==> src/rtl/mem_bus_arbiter.sv <==
// Purpose : two-master round-robin arbiter in front of a single memory/peripheral bus.
// Latency : req in IDLE -> mem_req next cycle; done one cycle after mem_ack (min 4 cycles/txn).
// Backpr. : one command in flight; requesters hold req until done, the loser waits for IDLE.
//
// Ports:
//   clk50M, rst                 - clock, asynchronous active-high reset
//   m{0,1}_req/is_write/addr/wdata - master commands, held stable while req is high
//   m{0,1}_rdata/done/err       - per-master completion (rdata held until that port's next done)
//   mem_req/is_write/addr/wdata - one-cycle issue strobe plus latched command
//   mem_rdata/mem_ack           - controller read data and completion pulse
//   grant, busy                 - owner of current/last transaction, non-IDLE indicator
// Optional: define MEM_ARB_TIMEOUT_EN to bound the WAIT state to TIMEOUT_CYCLES cycles.
module mem_bus_arbiter #(
  parameter int ADDR_WIDTH     = 32,
  parameter int DATA_WIDTH     = 32,
  parameter int TIMEOUT_CYCLES = 1024
) (
  input  logic                  clk50M,
  input  logic                  rst,
  input  logic                  m0_req,
  input  logic                  m0_is_write,
  input  logic [ADDR_WIDTH-1:0] m0_addr,
  input  logic [DATA_WIDTH-1:0] m0_wdata,
  output logic [DATA_WIDTH-1:0] m0_rdata,
  output logic                  m0_done,
  output logic                  m0_err,
  input  logic                  m1_req,
  input  logic                  m1_is_write,
  input  logic [ADDR_WIDTH-1:0] m1_addr,
  input  logic [DATA_WIDTH-1:0] m1_wdata,
  output logic [DATA_WIDTH-1:0] m1_rdata,
  output logic                  m1_done,
  output logic                  m1_err,
  output logic                  mem_req,
  output logic                  mem_is_write,
  output logic [ADDR_WIDTH-1:0] mem_addr,
  output logic [DATA_WIDTH-1:0] mem_wdata,
  input  logic [DATA_WIDTH-1:0] mem_rdata,
  input  logic                  mem_ack,
  output logic                  grant,
  output logic                  busy
);

  typedef enum logic [1:0] {S_IDLE, S_ISSUE, S_WAIT, S_DONE} state_t;

  state_t                  state_q, state_d;
  logic                    grant_q, grant_d;
  logic                    last_grant_q, last_grant_d;
  logic                    mem_req_q, mem_req_d;
  logic                    mem_is_write_q, mem_is_write_d;
  logic [ADDR_WIDTH-1:0]   mem_addr_q, mem_addr_d;
  logic [DATA_WIDTH-1:0]   mem_wdata_q, mem_wdata_d;
  logic [DATA_WIDTH-1:0]   m0_rdata_q, m0_rdata_d;
  logic [DATA_WIDTH-1:0]   m1_rdata_q, m1_rdata_d;
  logic                    m0_done_q, m0_done_d;
  logic                    m1_done_q, m1_done_d;
  logic                    m0_err_q, m0_err_d;
  logic                    m1_err_q, m1_err_d;
  logic                    busy_q, busy_d;

  logic                    any_req;
  logic                    pick;
  logic                    tmo;   // WAIT gives up this cycle (never when mem_ack is present)
  logic [DATA_WIDTH-1:0]   rd_val;

  assign any_req = m0_req | m1_req;
  // On a tie the port that did not own the last transaction wins.
  assign pick    = (m0_req && m1_req) ? ~last_grant_q : m1_req;

`ifdef MEM_ARB_TIMEOUT_EN
  localparam int CNT_W = $clog2(TIMEOUT_CYCLES + 1);
  logic [CNT_W-1:0] cnt_q, cnt_d;

  // cnt_q counts completed ack-less WAIT cycles; the limit is hit when this
  // cycle would make it TIMEOUT_CYCLES, so mem_ack in that cycle still wins.
  assign tmo = (state_q == S_WAIT) && !mem_ack && (cnt_q == CNT_W'(TIMEOUT_CYCLES - 1));

  always_comb begin
    cnt_d = cnt_q;
    if (state_q == S_ISSUE) begin
      cnt_d = '0;
    end else if (state_q == S_WAIT && !mem_ack) begin
      cnt_d = cnt_q + 1'b1;
    end
  end

  always_ff @(posedge clk50M or posedge rst) begin
    if (rst) begin
      cnt_q <= '0;
    end else begin
      cnt_q <= cnt_d;
    end
  end
`else
  // Without the timeout WAIT is unbounded; the limit parameter has no effect.
  assign tmo = 1'b0 && (TIMEOUT_CYCLES > 0);
`endif

  // State register (all flops).
  always_ff @(posedge clk50M or posedge rst) begin
    if (rst) begin
      state_q        <= S_IDLE;
      grant_q        <= 1'b0;
      last_grant_q   <= 1'b1;
      mem_req_q      <= 1'b0;
      mem_is_write_q <= 1'b0;
      mem_addr_q     <= '0;
      mem_wdata_q    <= '0;
      m0_rdata_q     <= '0;
      m1_rdata_q     <= '0;
      m0_done_q      <= 1'b0;
      m1_done_q      <= 1'b0;
      m0_err_q       <= 1'b0;
      m1_err_q       <= 1'b0;
      busy_q         <= 1'b0;
    end else begin
      state_q        <= state_d;
      grant_q        <= grant_d;
      last_grant_q   <= last_grant_d;
      mem_req_q      <= mem_req_d;
      mem_is_write_q <= mem_is_write_d;
      mem_addr_q     <= mem_addr_d;
      mem_wdata_q    <= mem_wdata_d;
      m0_rdata_q     <= m0_rdata_d;
      m1_rdata_q     <= m1_rdata_d;
      m0_done_q      <= m0_done_d;
      m1_done_q      <= m1_done_d;
      m0_err_q       <= m0_err_d;
      m1_err_q       <= m1_err_d;
      busy_q         <= busy_d;
    end
  end

  // Next-state logic.
  always_comb begin
    state_d = state_q;
    unique case (state_q)
      S_IDLE:  if (any_req) state_d = S_ISSUE;
      S_ISSUE: state_d = S_WAIT;   // mem_ack deliberately ignored here
      S_WAIT:  if (mem_ack || tmo) state_d = S_DONE;
      S_DONE:  state_d = S_IDLE;
      default: state_d = S_IDLE;
    endcase
  end

  // Output / datapath logic. Every output is the registered image of a
  // value computed from the next state, so nothing reaches a port combinationally.
  always_comb begin
    grant_d        = grant_q;
    last_grant_d   = last_grant_q;
    mem_is_write_d = mem_is_write_q;
    mem_addr_d     = mem_addr_q;
    mem_wdata_d    = mem_wdata_q;
    m0_rdata_d     = m0_rdata_q;
    m1_rdata_d     = m1_rdata_q;
    rd_val         = mem_ack ? mem_rdata : '1;

    if (state_q == S_IDLE && any_req) begin
      grant_d        = pick;
      mem_is_write_d = pick ? m1_is_write : m0_is_write;
      mem_addr_d     = pick ? m1_addr     : m0_addr;
      mem_wdata_d    = pick ? m1_wdata    : m0_wdata;
    end

    if (state_q == S_DONE) begin
      last_grant_d = grant_q;
    end

    // Reads capture controller data on ack, or all ones on timeout; writes keep rdata.
    if (state_q == S_WAIT && !mem_is_write_q && (mem_ack || tmo)) begin
      if (grant_q) begin
        m1_rdata_d = rd_val;
      end else begin
        m0_rdata_d = rd_val;
      end
    end

    mem_req_d = (state_d == S_ISSUE);
    busy_d    = (state_d != S_IDLE);
    m0_done_d = (state_d == S_DONE) && !grant_q;
    m1_done_d = (state_d == S_DONE) &&  grant_q;
    m0_err_d  = tmo && !grant_q;
    m1_err_d  = tmo &&  grant_q;
  end

  assign grant        = grant_q;
  assign busy         = busy_q;
  assign mem_req      = mem_req_q;
  assign mem_is_write = mem_is_write_q;
  assign mem_addr     = mem_addr_q;
  assign mem_wdata    = mem_wdata_q;
  assign m0_rdata     = m0_rdata_q;
  assign m1_rdata     = m1_rdata_q;
  assign m0_done      = m0_done_q;
  assign m1_done      = m1_done_q;
  assign m0_err       = m0_err_q;
  assign m1_err       = m1_err_q;

endmodule
==> config.mk <==
export PLATFORM = sky130hd
export DESIGN_NAME = mem_bus_arbiter
export DESIGN_NICKNAME = d
export VERILOG_FILES = /design/src/rtl/mem_bus_arbiter.sv
export SDC_FILE = /design/constraint.sdc
export NUM_CORES = 1
export LEC_CHECK = 0
export CAP_MARGIN = 5
export CORE_AREA = 2 2 131 133
export CTS_CLUSTER_SIZE = 8
export DETAILED_ROUTE_END_ITERATION = 12
export DIE_AREA = 0 0 133 135
export GPL_TIMING_DRIVEN = 0
export MAX_ROUTING_LAYER = met4
export PLACE_DENSITY = 0.87
export SETUP_SLACK_MARGIN = 0.15
export SYNTH_ARGS = -nofsm -noshare
export SYNTH_HDL_FRONTEND = slang
export SYNTH_SLANG_ARGS = --single-unit
==> constraint.sdc <==
create_clock -name clk50M -period 4.19 [get_ports clk50M]
set_clock_uncertainty 0.05 [all_clocks]
set_input_delay 0.6285 -clock clk50M [delete_from_list [all_inputs] [get_ports clk50M]]
set_output_delay 0.6285 -clock clk50M [all_outputs]
set_load 0.03 [all_outputs]
==> impl_results.md <==
- Status: complete, no violations
- Port bufs: 300
- Core area: 16400 µm²
- Worst-skew pair later-pin latency: 0.41 ns
- Clock transition at path regs: 0.06 ns
- P_leak: 4.26 nW
- WHS Endpoint: m0_rdata[26]
- Vias in the first global route: 5568
- Slowest stage delay, CP: roughly 0.75 ns
- CP arrival: around 1.7 ns
- Vias per Instance: 4.81
- Clk root buf: clkbuf_16
- P per Cell Area: between 800 and 900 nW/µm²
- RSZ-0062 raised after global routing: no
- Row count: 47
- Ant diodes: 0
- Fin. max-slew vios: 0
- Worst-path cell chain: clkdlybuf4s50_1
- Max Freq: 421 MHz
- Hold Slack: 0.446 ns
- Post-synthesis cell count: 521
- Max-Cap Viols: 0
- First-pass GRT wire length: 29600 µm
- CTS tree: done
- CTS H-Tree Depth: 4
- Critical path's top delay family: buffers and inverters
- Syn_area_per_cell: 11.2 µm²
- Worst-path maximum fanout: 7
- Setup TNS: 0 ns
- First-pass detailed-route iteration total: 4
- CTS buffer count: 17
- Most frequent cells in the layout: clkdlybuf4s50_1 (300), dfrtp_1 (136), a21oi_1 (130)
- Routability cong.: 0.813
- NumNets Final: 1015
- Final setup fails: 0
- Crit path launch type: flop
- Crit-path slowest cell: clkdlybuf4s50_1
- Fillers: 1309
- Reg-to-reg critical path endpoint: mem_wdata[9]
- Peak supply drop: 0.382 mV
- Mapped Area: 5830 µm²
- Total power draw: 8.12 mW
- Post-CTS Hold Fix Bufs: 0
- Largest net degree at the start of global routing: 43
- WL/cell: 17.6 µm
- Warnings from Yosys: 0
- # clock sinks: around 140
- Distinct cells, synth: 28
- Hold_sp: m0_rdata[26]
- FF-to-FF setup slack: 2.24 ns
- CP required: 3.51 ns
- Die outline area: 18000 µm²
- Min-Delay Path Class: reg -> reg
- Number of gates resized after cts: 0
- Critical path class: reg -> out
- Crit. End Element: output pin
- Die Y-Extent: 135 µm
- Sequential-to-total area share from yosys stat: 58.8%
- Multi-input gate area: 2170 µm²
- Final hold vios: 0
- Synth-to-Final Area Change: 67.1%
- Number of synthesized register bits: ~140
- Final antenna-violating net count: 0
- Commonest non-fill, non-tap cell in the layout: clkdlybuf4s50_1
- Hold Path Depth: 1
- Worst R2R Start: state_q[0]
- Detailed placement HPWL: 14300 µm
- Min cycle time layout: 2.38 ns
- Register area: 3430 µm²
- Layout cell share with drive strength beyond 1: between 10% and 20%
- Crit path buffers/inverters: 1
- Tcrit/Tclk final: 56.8%
- Initial antenna violation count: 0
- Via count: 5185
- Clock Path Buffers: 2
- Die width: 133 µm
- Initial Utilization: 35.5%
- Drt total wl: 19000 µm
- Tot GR Track Use: 22.2%
- Gr ovfl total: 0
- Initial DRC Count: about 200
- Worst Reg-to-Reg Cells: 7
- Postcts setup bufs: 0
- DRC viols: 0
- Io pins: 303
==> registers in the layout (all words and copies together) (netlist names), 2 cells and up <==
name,cells
m0_rdata,32
m1_rdata,32
mem_addr,32
mem_wdata,32
state_q,2
==> per-layer routing <==
layer	vias up	GRT usage (%)	wire (µm)
met1	2476	25.3	7580
met3	41	6.57	1480
li1	2411	-	-
met2	257	37.0	9470
met5	-	-	0
met4	0	8.42	471
==> worst max-delay path by stage <==
stage,start,end,depth (start not counted)
after floorplan,rst,busy,1
after global placement,rst,mem_addr[16],2
after detailed placement,m0_req,mem_wdata[9],6
after CTS,grant,grant,1
after global routing,grant,grant,1
final,grant,grant,1
==> cells by family (layout without fill, tap and decap cells) <==
logic type               Yosys count  after routing  share of synthesized area, %
AO/OA/AOI/OAI                    138            138                          12.2
adder cells (fa/ha/maj)            4              4                         0.858
buffers and inverters             39            374                          4.01
flip-flops                       137            137                          58.8
multiplexers                      65             65                          14.5
other                              1              2                        0.0643
AND/OR/NAND/NOR                  137            137                          9.59
==> synthesized netlist by cell type <==
| master | instances | share of area [%] |
|---|---|---|
| nor2b_1 | 1 | 0.11 |
| buf_6 | 5 | 0.97 |
| dfstp_2 | 1 | 0.45 |
| buf_4 | 7 | 0.90 |
| o21ai_0 | 2 | 0.17 |
| and3b_1 | 1 | 0.15 |
| mux2_1 | 2 | 0.39 |
| a22o_1 | 1 | 0.15 |
| mux2_4 | 30 | 7.7 |
| o21ai_1 | 1 | 0.086 |
| a21bo_2 | 1 | 0.17 |
| o31ai_1 | 1 | 0.13 |
| conb_1 | 1 | 0.064 |
| buf_2 | 19 | 1.6 |
| and3_1 | 1 | 0.11 |
| ha_1 | 4 | 0.86 |
| nor2_1 | 65 | 4.2 |
| nor3_4 | 1 | 0.28 |
| nand4b_4 | 1 | 0.41 |
| clkbuf_1 | 5 | 0.32 |
| inv_1 | 3 | 0.19 |
| a21oi_1 | 130 | 11 |
| or2_2 | 1 | 0.11 |
| dfrtp_1 | 136 | 58 |
| o21a_1 | 1 | 0.13 |
| nand2_1 | 66 | 4.2 |
| mux2_2 | 33 | 6.4 |
| a21boi_2 | 1 | 0.19 |
==> layout make-up <==
class,instances,area share [%]
well taps,220,2.83
repair buffers,303,31.4
flip-flops and latches,137,35.2
clock inverters,14,1.30
multi-input cells,346,22.3
plain buffers,36,2.29
clock buffers,18,4.51
inverters,3,0.154
==> power breakdown <==
part	internal, mW	total (mW)	switching, mW
logic	1.89	4.31	2.41
registers	1.99	2.38	0.393
clock network	0.797	1.44	0.640
==> per-stage QoR <==
step	cells	util, %	worst slack (ns)	area, µm²
global route	1077	59.4	1.77	9740
CTS	1077	59.4	1.79	9740
floorplan	522	-	1.81	5840
finish	1077	59.4	1.81	9740
detailed placement	1045	55.9	1.73	9180
global placement	1042	55.6	0.541	9120
(Power assumes the default switching activity.)
